[config.mk]
export PLATFORM = sky130hd
export DESIGN_NAME = mem_access_unit
export DESIGN_NICKNAME = d
export VERILOG_FILES = /design/src/rtl/mem_access_unit.sv
export SDC_FILE = /design/constraint.sdc
export NUM_CORES = 1
export LEC_CHECK = 0
export CORE_MARGIN = 10
export CORE_UTILIZATION = 44
export DETAILED_ROUTE_END_ITERATION = 12
export GPL_TIMING_DRIVEN = 0
export PLACE_DENSITY = 0.85
export SETUP_SLACK_MARGIN = 0.05
export SYNTH_ARGS = -nofsm -noshare
export SYNTH_HDL_FRONTEND = slang
export SYNTH_SLANG_ARGS = --single-unit
[constraint.sdc]
create_clock -name clk -period 7.9 [get_ports clk]
set_clock_uncertainty 0.1 [all_clocks]
set_input_delay 1.58 -clock clk [delete_from_list [all_inputs] [get_ports clk]]
set_output_delay 1.58 -clock clk [all_outputs]
set_load 0.05 [all_outputs]
[src/rtl/mem_access_unit.sv]
`default_nettype none
// ============================================================================
// Module   : mem_access_unit
// Purpose  : Multi-cycle load/store stage downstream of the ALU. It accepts
//            one lw/sw request, issues one command to data memory over a
//            valid/ready handshake, waits for the response and returns a
//            single-cycle completion pulse. Every access is bounded by a
//            timeout counter.
// Revision : 1.0  initial release
// ----------------------------------------------------------------------------
// Parameters
//   TIMEOUT        cycles allowed in CMD or WAIT before abort (legal 2..255)
// Optional feature
//   MAU_ALIGN_CHECK_EN  when defined, a request whose req_addr[1:0] != 0 is
//                       aborted with rsp_err without touching memory
// Ports
//   clk, rst               clock, asynchronous active-high reset
//   req_valid/req_ready    request handshake from the ALU stage
//   req_write/addr/wdata/rd  request fields (sw flag, address, data, dest reg)
//   mem_cmd_valid/ready    command handshake to data memory
//   mem_cmd_write/addr/wdata  captured request fields
//   mem_rsp_valid/rdata    memory response (read data or write ack)
//   rsp_valid              one-cycle completion pulse
//   rsp_write/err/rd/data  completion attributes
//   busy                   pipeline stall, high outside IDLE
// ============================================================================
module mem_access_unit #(
    parameter int TIMEOUT = 15
) (
    input  logic        clk,
    input  logic        rst,
    input  logic        req_valid,
    output logic        req_ready,
    input  logic        req_write,
    input  logic [31:0] req_addr,
    input  logic [31:0] req_wdata,
    input  logic [4:0]  req_rd,
    output logic        mem_cmd_valid,
    input  logic        mem_cmd_ready,
    output logic        mem_cmd_write,
    output logic [31:0] mem_cmd_addr,
    output logic [31:0] mem_cmd_wdata,
    input  logic        mem_rsp_valid,
    input  logic [31:0] mem_rsp_rdata,
    output logic        rsp_valid,
    output logic        rsp_write,
    output logic        rsp_err,
    output logic [4:0]  rsp_rd,
    output logic [31:0] rsp_data,
    output logic        busy
);

    typedef enum logic [1:0] {
        ST_IDLE = 2'd0,
        ST_CMD  = 2'd1,
        ST_WAIT = 2'd2,
        ST_RESP = 2'd3
    } state_t;

    // Counter value at which a cycle without progress aborts the access.
    localparam logic [7:0] c_tmo_last = 8'(TIMEOUT - 1);

    state_t      state_q, state_d;
    logic [7:0]  cnt_q, cnt_d;
    logic        orphan_q, orphan_d;
    logic        write_q, write_d;
    logic [31:0] addr_q, addr_d;
    logic [31:0] wdata_q, wdata_d;
    logic [4:0]  rd_q, rd_d;
    logic        err_q, err_d;
    logic [31:0] data_q, data_d;

    logic        req_ready_q;
    logic        busy_q;
    logic        cmd_valid_q;
    logic        rsp_valid_q;

    logic        w_misaligned;
    logic        w_tmo;

`ifdef MAU_ALIGN_CHECK_EN
    assign w_misaligned = (req_addr[1:0] != 2'b00);
`else
    assign w_misaligned = 1'b0;
`endif

    assign w_tmo = (cnt_q == c_tmo_last);

    always_comb begin
        state_d  = state_q;
        cnt_d    = cnt_q;
        orphan_d = orphan_q;
        write_d  = write_q;
        addr_d   = addr_q;
        wdata_d  = wdata_q;
        rd_d     = rd_q;
        err_d    = err_q;
        data_d   = data_q;

        // A stale response from an earlier timed-out access is swallowed
        // wherever it shows up; the WAIT timeout below may override this.
        if (orphan_q && mem_rsp_valid) begin
            orphan_d = 1'b0;
        end

        case (state_q)
            ST_IDLE: begin
                if (req_valid) begin
                    write_d = req_write;
                    addr_d  = req_addr;
                    wdata_d = req_wdata;
                    rd_d    = req_rd;
                    err_d   = 1'b0;
                    data_d  = 32'd0;
                    cnt_d   = 8'd0;
                    if (w_misaligned) begin
                        err_d   = 1'b1;
                        state_d = ST_RESP;
                    end else begin
                        state_d = ST_CMD;
                    end
                end
            end
            ST_CMD: begin
                if (mem_cmd_ready) begin
                    cnt_d   = 8'd0;
                    state_d = ST_WAIT;
                end else if (w_tmo) begin
                    // Withdrawing mem_cmd_valid is allowed on this bus, so
                    // no orphan tracking is needed for a CMD timeout.
                    cnt_d   = 8'd0;
                    err_d   = 1'b1;
                    data_d  = 32'd0;
                    state_d = ST_RESP;
                end else begin
                    cnt_d = cnt_q + 8'd1;
                end
            end
            ST_WAIT: begin
                if (mem_rsp_valid && !orphan_q) begin
                    cnt_d   = 8'd0;
                    err_d   = 1'b0;
                    data_d  = write_q ? 32'd0 : mem_rsp_rdata;
                    state_d = ST_RESP;
                end else if (w_tmo) begin
                    // The memory still owes us a response; mark it so it is
                    // discarded. Setting wins over a same-cycle clear.
                    cnt_d    = 8'd0;
                    err_d    = 1'b1;
                    data_d   = 32'd0;
                    orphan_d = 1'b1;
                    state_d  = ST_RESP;
                end else begin
                    cnt_d = cnt_q + 8'd1;
                end
            end
            ST_RESP: begin
                cnt_d   = 8'd0;
                state_d = ST_IDLE;
            end
            default: begin
                cnt_d   = 8'd0;
                state_d = ST_IDLE;
            end
        endcase
    end

    // State, captured fields and the handshake outputs are all registered
    // together; the outputs are decoded from the next state so they line up
    // with state_q without any input-to-output combinational path.
    always_ff @(posedge clk or posedge rst) begin
        if (rst) begin
            state_q     <= ST_IDLE;
            cnt_q       <= 8'd0;
            orphan_q    <= 1'b0;
            write_q     <= 1'b0;
            addr_q      <= 32'd0;
            wdata_q     <= 32'd0;
            rd_q        <= 5'd0;
            err_q       <= 1'b0;
            data_q      <= 32'd0;
            req_ready_q <= 1'b1;
            busy_q      <= 1'b0;
            cmd_valid_q <= 1'b0;
            rsp_valid_q <= 1'b0;
        end else begin
            state_q     <= state_d;
            cnt_q       <= cnt_d;
            orphan_q    <= orphan_d;
            write_q     <= write_d;
            addr_q      <= addr_d;
            wdata_q     <= wdata_d;
            rd_q        <= rd_d;
            err_q       <= err_d;
            data_q      <= data_d;
            req_ready_q <= (state_d == ST_IDLE);
            busy_q      <= (state_d != ST_IDLE);
            cmd_valid_q <= (state_d == ST_CMD);
            rsp_valid_q <= (state_d == ST_RESP);
        end
    end

    assign req_ready     = req_ready_q;
    assign busy          = busy_q;
    assign mem_cmd_valid = cmd_valid_q;
    assign mem_cmd_write = write_q;
    assign mem_cmd_addr  = addr_q;
    assign mem_cmd_wdata = wdata_q;
    assign rsp_valid     = rsp_valid_q;
    assign rsp_write     = write_q;
    assign rsp_err       = err_q;
    assign rsp_rd        = rd_q;
    assign rsp_data      = data_q;

endmodule
`default_nettype wire

-- Yosys cells after proc, flatten, opt, wreduce, memory -nomap -nowiden
Cells that the tools add are included.
- bits of input ports: 107
- word-level logic and storage cells: 56
- flip-flop bits (word level): 118
- mux-type cells: 25
- equal/unequal tests: 8
- reductions and logical operators: 9
- add/subtract/negate cells: 1
- operators with widths (operator ; number):
    2-to-1 mux 32 bit ; 5
    one-hot mux 32 bit (3 select lines) ; 1
    2-to-1 mux 8 bit ; 4
    one-hot mux 8 bit (4 select lines) ; 1
    adder 8 x 1 -> 8 bit (second input constant) ; 1
    equality test 8 x 4 -> 1 bit (second input constant) ; 1
    2-to-1 mux 1 bit ; 8
    2-to-1 mux 2 bit ; 4
    one-hot mux 2 bit (4 select lines) ; 1
    equality test 2 bit (second input constant) ; 3
    equality test 2 x 1 -> 1 bit (second input constant) ; 2
    logical NOT 2 bit ; 2
    inequality test 2 bit (second input constant) ; 2
    one-hot mux 1 bit (3 select lines) ; 1
    AND reduction 3 bit ; 1
    nonzero test 3 bit ; 1
    logical AND 1 bit ; 2
    AND reduction 2 bit ; 1
    nonzero test 2 bit ; 1
    logical NOT 1 bit ; 1

-- Longest topological paths before layout
Gate-level depths: netlist of the first run.
- depth after elaboration: 5
- gate-level depth with buffers: 9

-- Least setup slack after synthesis of the first run
Ideal clock, no wire load.
- path kind: input to register
- start point: in mem_rsp_valid
- end point: reg data_q[10] (netlist: rsp_data[10])
- cell stages on the path: 5
- buffers on the path: 1
- slack: 5.129 ns
- data arrival time: 2.604 ns
- required time: 7.733 ns
- cells stage by stage: nand2b_1 a21oi_1 o31ai_1 clkbuf_1 a22o_1
- word-level cells in the longest chain between the ends: 3
- RTL lines (what ; RTL line ; source):
    start, declared ; 43 ; input logic mem_rsp_valid,
    logical AND 1 bit ; 140 ; if (mem_rsp_valid && !orphan_q) begin
    2-to-1 mux 32 bit ; 140 ;
    one-hot mux 32 bit (3 select lines) ; 106 ; case (state_q)
    end signal, assigned ; 195 ; data_q <= data_d;
    end, declared ; 71 ; logic [31:0] data_q, data_d;
No other way between the ends.
A chain may end at the register's enable or synchronous reset.

-- Final worst setup path of the first run
- start point: reg write_q (netlist: mem_cmd_write)
- end point: out rsp_write
- RTL lines (what ; RTL line ; source):
    start, declared ; 66 ; logic write_q, write_d;
    start signal, assigned ; 190 ; write_q <= write_d;
    end, declared ; 46 ; output logic rsp_write,
No word-level cell between the ends.

==> results of run 1 <==
[power by group through the flow]
stage               combinational [W]  clock (W)  sequential (W)
floorplan                    0.000417          0         0.00169
finish                        0.00179   0.000797        0.000946
global placement              0.00177          0        0.000936
CTS                           0.00181   0.000810        0.000948
detailed placement            0.00180          0        0.000954
global route                  0.00187   0.000839        0.000973
[per-layer routing]
layer	GRT usage	vias up
li1	-	1592
met1	0.184	1759
met2	0.307	151
met3	0.0877	25
met4	0.0788	0
met5	0	-
[flip-flops by register name, indices dropped and copies added (netlist names)]
signal / cells
state_q: 2
mem_cmd_addr: 32
mem_cmd_wdata: 32
rsp_data: 32
mem_cmd_write: 1
rsp_err: 1
cnt_q: 8
mem_cmd_valid: 1
orphan_q: 1
rsp_valid: 1
req_ready: 1
busy: 1
rsp_rd: 5
[cells in the mapped netlist (4+ instances only)]
cell type / instances / area (sq um)
dfrtp_1: 117 / 2930
mux2_2: 70 / 788
a22o_1: 33 / 289
ha_1: 8 / 100
inv_1: 8 / 30.0
nor2_1: 8 / 30.0
buf_1: 7 / 26.3
a21oi_1: 6 / 30.0
buf_2: 5 / 25.0
nand4_1: 5 / 31.3
nand2_1: 4 / 15.0
xor2_1: 4 / 35.0
[area by class of cell]
| cell class | count | area (sq um) |
|---|---|---|
| fillers | 726 | 2720 |
| plain buffers | 16 | 70.1 |
| repair buffers | 215 | 2170 |
| well taps | 136 | 170 |
| flip-flops and latches | 118 | 2950 |
| clock buffers | 22 | 433 |
| multi-input cells | 169 | 1550 |
| inverters | 8 | 32.5 |
| clock inverters | 10 | 178 |
[worst min path at each step]
stage	startpoint	endpoint	slack, ns	depth (start not counted)
finish	rsp_data[24]$_DFFE_PP0P_	rsp_data[24]$_DFFE_PP0P_	0.40	1
detailed placement	rsp_data[4]$_DFFE_PP0P_	rsp_data[4]$_DFFE_PP0P_	0.38	1
global route	mem_cmd_wdata[20]$_DFFE_PP0P_	mem_cmd_wdata[20]$_DFFE_PP0P_	0.41	1
CTS	rsp_data[5]$_DFFE_PP0P_	rsp_data[5]$_DFFE_PP0P_	0.40	1
floorplan	orphan_q$_DFF_PP0_	orphan_q$_DFF_PP0_	0.40	1
global placement	rsp_data[0]$_DFFE_PP0P_	rsp_data[0]$_DFFE_PP0P_	0.38	1
[cell families after synthesis]
family                     count (synthesis)  synth area share
xor gates and xnor gates                   6            0.0114
buffers and inverters                     24            0.0218
adders and majority gates                  9            0.0239
and+or+nand+nor                           36            0.0457
muxes                                     70             0.171
AOI/OAI and AO/OA                         48            0.0840
DFF                                      118             0.642
[through the flow]
step / utilization / setup slack (ns)
4_1_cts: 0.735 / 4.29
6_report: 0.735 / 4.33
3_5_place_dp: 0.676 / 4.20
5_1_grt: 0.735 / 4.26
2_1_floorplan: - / 3.09
3_3_place_gp: 0.673 / 1.56
[critical path, stage by stage (launching register included)]
cell             delay [ns]
dfrtp_1                0.42
buf_4                  0.13
clkdlybuf4s50_1        0.83
==> summary.txt, run 1 <==
Yosys
  – Post-synthesis register bit count: 118
  – Post-synthesis sequential area ratio: 0.642
  – Synthesis Warnings: 0
  – Synthesized instance count: 311
  – Synth Area per Inst: 14.8 sq um
  – Ys flop type: dfrtp_1
  – Ys async rst share: 1.00
  – Netlist Area Pre-Place: 4600 sq um
  – Number of distinct library cells after synthesis: 35
  – Post-synth EDFFs: 0
  – Net Count, Synth: 426

Clock tree
  – CTS tree: done
  – CTS Buf Count: 17
  – Worst-case clock buffer depth: 2
  – Worst-path clk slew: 0.05 ns
  – Worst-Skew Late Latency: 0.51 ns
  – Clock sinks: 118
  – Gates resized, CTS repair: 0
  – H-tree lvl count: 4
  – Hold Buf Count CTS: 0
  – Post-CTS Setup Inserts: 0
  – CTS root buffer: clkbuf_8

Global route
  – First-pass GRT wire length: 20.8 mm
  – Initial antenna violation count: 0
  – Overflow after GRT: 0
  – Vias in the first global route: 3890
  – Total track usage: 0.180
  – Maximum number of pins on one net before global-route repair: 63

Timing
  – Setup Viol. Count Final: 0
  – Final min period: 3.57 ns
  – Worst hold slack: 0.399 ns
  – Transition time of the tightest slew-check pin: 0.783 ns
  – Unrepaired setup endpoints after global routing: false
  – Slew HR: 0.473
  – Slew Viols, Final: 0
  – Fin. Hold Viols: 0
  – Final setup TNS: 0 ns
  – Final worst-path cycle share: 0.452
  – Highest Clock Rate: 280 MHz

Setup path
  – Critical path endpoint category: output port
  – Worst R2R End: rsp_data[3]$_DFFE_PP0P_
  – Beginning of the critical path: mem_cmd_write$_DFFE_PP0P_
  – Worst reg-to-reg path cell count: 6
  – CP Max Fanout: 4
  – R2R setup slack: 5.42 ns
  – Critical path launch point type: flop
  – Setup crit end: rsp_write
  – Setup CP Type: flop to output port
  – Worst r2r src: state_q[1]$_DFF_PP0_
  – CP required: 6.22 ns
  – Endpoint arrival time on the critical path: 1.89 ns

Hold path
  – Worst hold path class: flop to flop

Place
  – Dpl cell area: 6940 sq um
  – Routability cong.: 0.848
  – Final HPWL from detailed placement: 10.5 mm
  – # placed instances: 662
  – PortBufs: 214

Power and ir drop
  – Sequential fraction of design power: 0.268
  – Clock share of power: 0.226
  – NetSw: 0.00152 W
  – Power Dens Cells: 468 nW/um^2
  – Combinational share of power: 0.507
  – Leak: 3.26 nW
  – Worst vdd ir: 299 uV
  – P_int: 0.00201 W
  – Tot Pwr: 0.00353 W
  – Switching share of power: 0.430

Routing
  – Met1 wire length: 4.96 mm
  – Vias: 3527
  – First-iteration detailed-routing DRC count: 194
  – WL met3: 1.52 mm
  – Drt pass-1 iters: 4
  – Met2 WL: 6.99 mm
  – Final wirelength: 13.8 mm
  – Highest Signal Layer: met4
  – Routed WL per cell: 19.8 microns
  – # DRC: 0
  – Final ANT Viol Nets: 0
  – Drt via density: 5.08

Floorplanning
  – FP Rows: 37
  – Ports: 215
  – Die W: 122 microns
  – Die ar.: 15000 sq um
  – Core Region: 10300 sq um
  – Die height: 122 microns
  – Initial core utilization: 0.448

Layout
  – Share of layout cells above drive strength 1: 0.197
  – Leading cell type in the layout, fill and taps excluded: clkdlybuf4s50_1
  – Most frequent cells in the layout: clkdlybuf4s50_1, dfrtp_1, mux2_2, a22o_1, clkbuf_16
  – N_diodes: 0
  – Non-Filler Instances: 694
  – Final net count: 660
  – Area Growth Syn to Fin: 64.2%
  – Post-route cell area: 7550 sq um

Outcome
  – Status: completed

Run
  – Max Cap Viol: 0
Power figures use the tool's default switching activity.
==> run 2, diff against run 1 <==
CORE_UTILIZATION = 41   (was 44)
PLACE_DENSITY = 0.8   (was 0.85)
clock period = 3.7 ns   (was 7.9 ns; I/O delays follow)
==> run 2 against run 1 <==
  * Critical path depth fell by 1
  * Die area rose by 6.1%
  * Critical endpoint is now req_ready
  * Largest cell class unchanged
  * Highest routed layer unchanged
  * Clock power rose by 100%
  * Via count fell by 1.9%
==> summary.txt, run 2 (synthesized netlist as in run 1, its figures left out) <==
Outcome
  – Status: completed

Setup path
  – CP required: 2.86 ns
  – Top delay family on crit path: buffers and inverters
  – Critical path buffers and inverters: 1
  – Slowest cell on the critical path: clkdlybuf4s50_1
  – CP Max Fanout: 1
  – Critical path endpoint category: output port
  – Critical path cell sequence: clkdlybuf4s50_1
  – Peak per-stage delay on the critical path: 0.82 ns
  – Critical path launch point type: flop
  – Setup CP Type: flop to output port
  – Endpoint arrival time on the critical path: 1.73 ns

Timing
  – Slew Viols, Final: 0
  – Slew HR: 0.387
  – Final setup TNS: 0 ns
  – Final min period: 2.57 ns
  – Fin. Hold Viols: 0
  – Setup slack after layout: 1.13 ns
  – Setup Viol. Count Final: 0
  – Final worst-path cycle share: 0.693
  – Highest Clock Rate: 390 MHz
  – Transition time of the tightest slew-check pin: 0.918 ns
  – Unrepaired setup endpoints after global routing: false

Power and ir drop
  – Tot Pwr: 0.00744 W
  – Leak: 3.26 nW
  – Power Dens Cells: 985 nW/um^2
  – Worst vdd ir: 679 uV

Global route
  – Overflow after GRT: 0
  – First-pass GRT wire length: 21.0 mm
  – Initial antenna violation count: 0
  – Most used routing layer: met2
  – M1 GR Usage: 0.180
  – Vias in the first global route: 3797
  – M3 GR Usage: 0.0776
  – Maximum number of pins on one net before global-route repair: 45
  – Total track usage: 0.165
  – Met2 Usage GRT: 0.271

Clock tree
  – CTS tree: done
  – Worst-path clk slew: 0.05 ns
  – Worst-case clock buffer depth: 2
  – Post-CTS Setup Inserts: 0
  – Worst-Skew Late Latency: 0.40 ns
  – Clock sinks: 118
  – H-tree lvl count: 4
  – Hold Buf Count CTS: 0
  – Gates resized, CTS repair: 0
  – CTS root buffer: clkbuf_16
  – CTS Buf Count: 17

Routing
  – Final wirelength: 13.3 mm
  – # DRC: 0
  – Final ANT Viol Nets: 0
  – Drt via density: 4.95
  – Drt pass-1 iters: 4
  – First-iteration detailed-routing DRC count: 162
  – Routed WL per cell: 19.1 microns
  – Vias: 3461

Floorplanning
  – Die ar.: 15900 sq um
  – Die height: 126 microns
  – Initial core utilization: 0.421
  – Core Region: 10900 sq um
  – Ports: 215
  – Die W: 126 microns
  – FP Rows: 38

Place
  – PortBufs: 214
  – Place WS: 0.942 ns
  – Final HPWL from detailed placement: 10.4 mm
  – Routability cong.: 0.792

Layout
  – Final net count: 661
  – Area Growth Syn to Fin: 64.2%
  – Share of layout cells above drive strength 1: 0.202
  – N_diodes: 0
  – Leading cell type in the layout, fill and taps excluded: clkdlybuf4s50_1
  – Most frequent cells in the layout: clkdlybuf4s50_1, dfrtp_1, mux2_2, a22o_1, clkbuf_16

Hold path
  – Worst hold path class: flop to flop

Run
  – Max Cap Viol: 0
## run 2: changes by cell type in the layout (fill, tap and decap cells not counted), sizes merged
| cell | delta |
|---|---|
| clkinvlp | +1 |
| clkinv | +2 |
| bufinv | -2 |
| inv | -1 |
| buf | +1 |
## run 2: path summary, 6_finish.rpt
path	from	endpoint	slack (ns)	cells after the start
min	rsp_data[1]$_DFFE_PP0P_	rsp_data[1]$_DFFE_PP0P_	0.40	1
max reg2reg	state_q[0]$_DFF_PP0_	rsp_data[22]$_DFFE_PP0P_	1.32	6
min in group asynchronous	rst	mem_cmd_wdata[17]$_DFFE_PP0P_	0.78	2
min reg2reg	rsp_data[1]$_DFFE_PP0P_	rsp_data[1]$_DFFE_PP0P_	0.40	1
max	req_ready$_DFF_PP1_	req_ready	1.13	1
max in group asynchronous	rst	req_ready$_DFF_PP1_	2.01	3
## run 2: power breakdown
part	internal, W	leakage [nW]	switching (W)
clock network	0.00109	0.293	0.000540
registers	0.00177	1.48	0.000251
logic	0.00138	1.49	0.00242
total	0.00423	3.26	0.00321
## run 2: layer usage
metal  vias up  share of wire
met1      1699           0.39
li1       1596              -
met4         0          0.022
met2       148           0.49
met5         -              0
met3        18          0.096
## run 2: metrics by stage
stage	util	cells	hold WS (ns)	cell area, sq um
5_1_grt	0.691	699	0.410	7550
3_5_place_dp	0.637	667	0.385	6960
3_3_place_gp	0.633	665	0.384	6920
2_1_floorplan	-	311	0.401	4610
4_1_cts	0.691	699	0.399	7550
6_report	0.691	699	0.396	7550
## run 2: cell type report
type / instances / area, sq um
plain buffers: 16 / 70.1
clock buffers: 22 / 464
clock inverters: 10 / 128
fillers: 766 / 3380
inverters: 8 / 33.8
multi-input cells: 169 / 1550
flip-flops and latches: 118 / 2950
well taps: 140 / 175
repair buffers: 216 / 2180
==> run 3, diff against run 2 <==
CORE_UTILIZATION = 37   (was 41)
PLACE_DENSITY = 0.76   (was 0.8)
clock period = 2.3 ns   (was 3.7 ns; I/O delays follow)
==> run 3 against run 2 <==
  * Sequential power rose by 61%
  * Global-route usage is 0.065 points lower
  * Highest routed layer unchanged
  * Register-to-register slack lost 1.2 ns
  * Largest cell class unchanged
  * Via count increased by 0.43%
  * Critical endpoint is now rsp_data[25]$_DFFE_PP0P_
  * Flip-flop and latch count did not move
  * Worst hold slack worse by 0.045 ns
  * Core utilization fell by 5.4 points
  * Clock power increased by 66%
  * Design area rose by 2.1%
  * Non-clock buffer count increased by 4
  * Clock-buffer cell count grew 1
==> summary.txt, run 3 (synthesized netlist as in run 1, its figures left out) <==
Outcome
  – Status: completed

Place
  – # placed instances: 696
  – Dpl cell area: 7020 sq um
  – Place WS: -0.279 ns
  – Final HPWL from detailed placement: 10.9 mm
  – Routability cong.: 0.759
  – PortBufs: 214

Clock tree
  – H-tree lvl count: 4
  – CTS Buf Count: 17
  – CTS tree: done
  – Clock sinks: 118
  – Hold Buf Count CTS: 0
  – Worst-path clk slew: 0.05 ns
  – CTS root buffer: clkbuf_16
  – Worst-case clock buffer depth: 2
  – Worst-Skew Late Latency: 0.40 ns

Timing
  – Slew Viols, Final: 0
  – Final min period: 2.19 ns
  – Final worst-path cycle share: 0.951
  – Slew HR: 0.549
  – Final setup TNS: 0 ns
  – Setup slack after layout: 0.112 ns
  – Unrepaired setup endpoints after global routing: true
  – Setup Viol. Count Final: 0
  – Highest Clock Rate: 457 MHz
  – Transition time of the tightest slew-check pin: 0.668 ns
  – Fin. Hold Viols: 0

Setup path
  – Worst r2r src: state_q[0]$_DFF_PP0_
  – Critical path launch point type: flop
  – Worst R2R End: rsp_data[25]$_DFFE_PP0P_
  – Critical path endpoint category: flop
  – R2R setup slack: 0.11 ns
  – Critical path cell sequence: inv_2, ha_1, nor2b_1, buf_2, a211oi_4, and4b_1, buf_4, buf_6, a22o_1
  – Peak per-stage delay on the critical path: 0.41 ns
  – Worst reg-to-reg path cell count: 9
  – CP Max Fanout: 10
  – Slowest cell on the critical path: dfrtp_1
  – Endpoint arrival time on the critical path: 2.42 ns
  – CP required: 2.53 ns
  – Setup CP Type: flop to flop

Floorplanning
  – FP Rows: 40
  – Initial core utilization: 0.380
  – Die ar.: 17300 sq um
  – Ports: 215
  – Die height: 132 microns
  – Core Region: 12100 sq um
  – Die W: 132 microns

Layout
  – Post-route cell area: 7710 sq um
  – Area Growth Syn to Fin: 67.6%
  – Most frequent cells in the layout: clkdlybuf4s50_1, dfrtp_1, mux2_2, a22o_1, clkbuf_16
  – N_diodes: 0
  – Finished Core Util: 0.637
  – Share of layout cells above drive strength 1: 0.222
  – Final net count: 665
  – Leading cell type in the layout, fill and taps excluded: clkdlybuf4s50_1
  – Non-Filler Instances: 730

Power and ir drop
  – Power Dens Cells: 1580 nW/um^2
  – Combinational share of power: 0.510
  – Sequential fraction of design power: 0.267
  – Worst vdd ir: 1150 uV
  – Switching share of power: 0.429
  – Clock share of power: 0.223
  – P_int: 0.00695 W
  – Leak: 3.32 nW
  – NetSw: 0.00521 W

Routing
  – Final wirelength: 14.0 mm
  – Vias: 3476
  – # DRC: 0
  – Drt via density: 4.76
  – Final ANT Viol Nets: 0
  – First-iteration detailed-routing DRC count: 80
  – Routed WL per cell: 19.1 microns
  – Drt pass-1 iters: 4

Global route
  – Overflow after GRT: 0
  – Maximum number of pins on one net before global-route repair: 39
  – Initial antenna violation count: 0
  – First-pass GRT wire length: 22.5 mm
  – Vias in the first global route: 4000
  – Total track usage: 0.164

Run
  – Max Cap Viol: 0

Hold path
  – Worst hold path class: primary input to asynchronous set/reset pin
-- run 3: area by class of cell --
| cell class | instances | area [sq um] |
|---|---|---|
| fill | 939 | 4400 |
| tap | 168 | 210 |
| sequential | 118 | 2960 |
| clock inverter | 8 | 120 |
| inverter | 8 | 33.8 |
| clock buffer | 23 | 498 |
| timing repair buffer | 220 | 2220 |
| buffer | 16 | 95.1 |
| multi-input combinational | 169 | 1580 |
-- run 3: power groups by stage --
stage               combinational (W)  clock, W  sequential, W
floorplan                     0.00143         0        0.00580
global placement              0.00607         0        0.00322
detailed placement            0.00617         0        0.00328
CTS                           0.00621   0.00278        0.00326
global route                  0.00651   0.00289        0.00336
finish                        0.00620   0.00271        0.00325
-- run 3: worst max-delay path by stage --
stage                    startpoint                        to  slack [ns]  cells past startpoint
2_1_floorplan                   rst            busy$_DFF_PP0_        0.30                      1
3_3_place_gp                    rst  rsp_data[22]$_DFFE_PP0P_       -0.76                      2
3_5_place_dp          mem_rsp_valid   rsp_data[4]$_DFFE_PP0P_       -0.28                      6
4_1_cts        state_q[1]$_DFF_PP0_   rsp_data[7]$_DFFE_PP0P_        0.06                      6
5_1_grt        state_q[0]$_DFF_PP0_   rsp_data[4]$_DFFE_PP0P_      -0.003                      9
6_report       state_q[0]$_DFF_PP0_  rsp_data[25]$_DFFE_PP0P_        0.11                      9
-- run 3: repair_timing --
| item | 4_1_cts | 5_1_grt |
|---|---|---|
| buffers inserted | 0 | 3 |
| resized for setup | 8 | 16 |
| pin swaps | 0 | 2 |
| endpoints found under the setup margin | 33 | 107 |
-- run 3: routing by layer --
| metal | vias up | routed length, microns | track usage |
|---|---|---|---|
| met5 | - | 0 | 0 |
| met4 | 0 | 183 | 0.0569 |
| met3 | 13 | 1410 | 0.0865 |
| met2 | 162 | 6900 | 0.271 |
| met1 | 1708 | 5480 | 0.177 |
| li1 | 1593 | - | - |
-- run 3: per-stage QoR --
| step | hold WS (ns) | power, W |
|---|---|---|
| finish | 0.351 | 0.0122 |
| global route | 0.371 | 0.0128 |
| CTS | 0.344 | 0.0123 |
| detailed placement | 0.382 | 0.00944 |
| global placement | 0.382 | 0.00930 |
| floorplan | 0.401 | 0.00723 |
-- run 3: critical path: cells and delay by family (launching register included) --
kind | cells | cell delay, ns
adder cells (fa/ha/maj) | 1 | 0.23
buffers and inverters | 4 | 0.55
flip-flops | 1 | 0.41
AND/OR/NAND/NOR | 2 | 0.39
AO/OA/AOI/OAI | 2 | 0.44
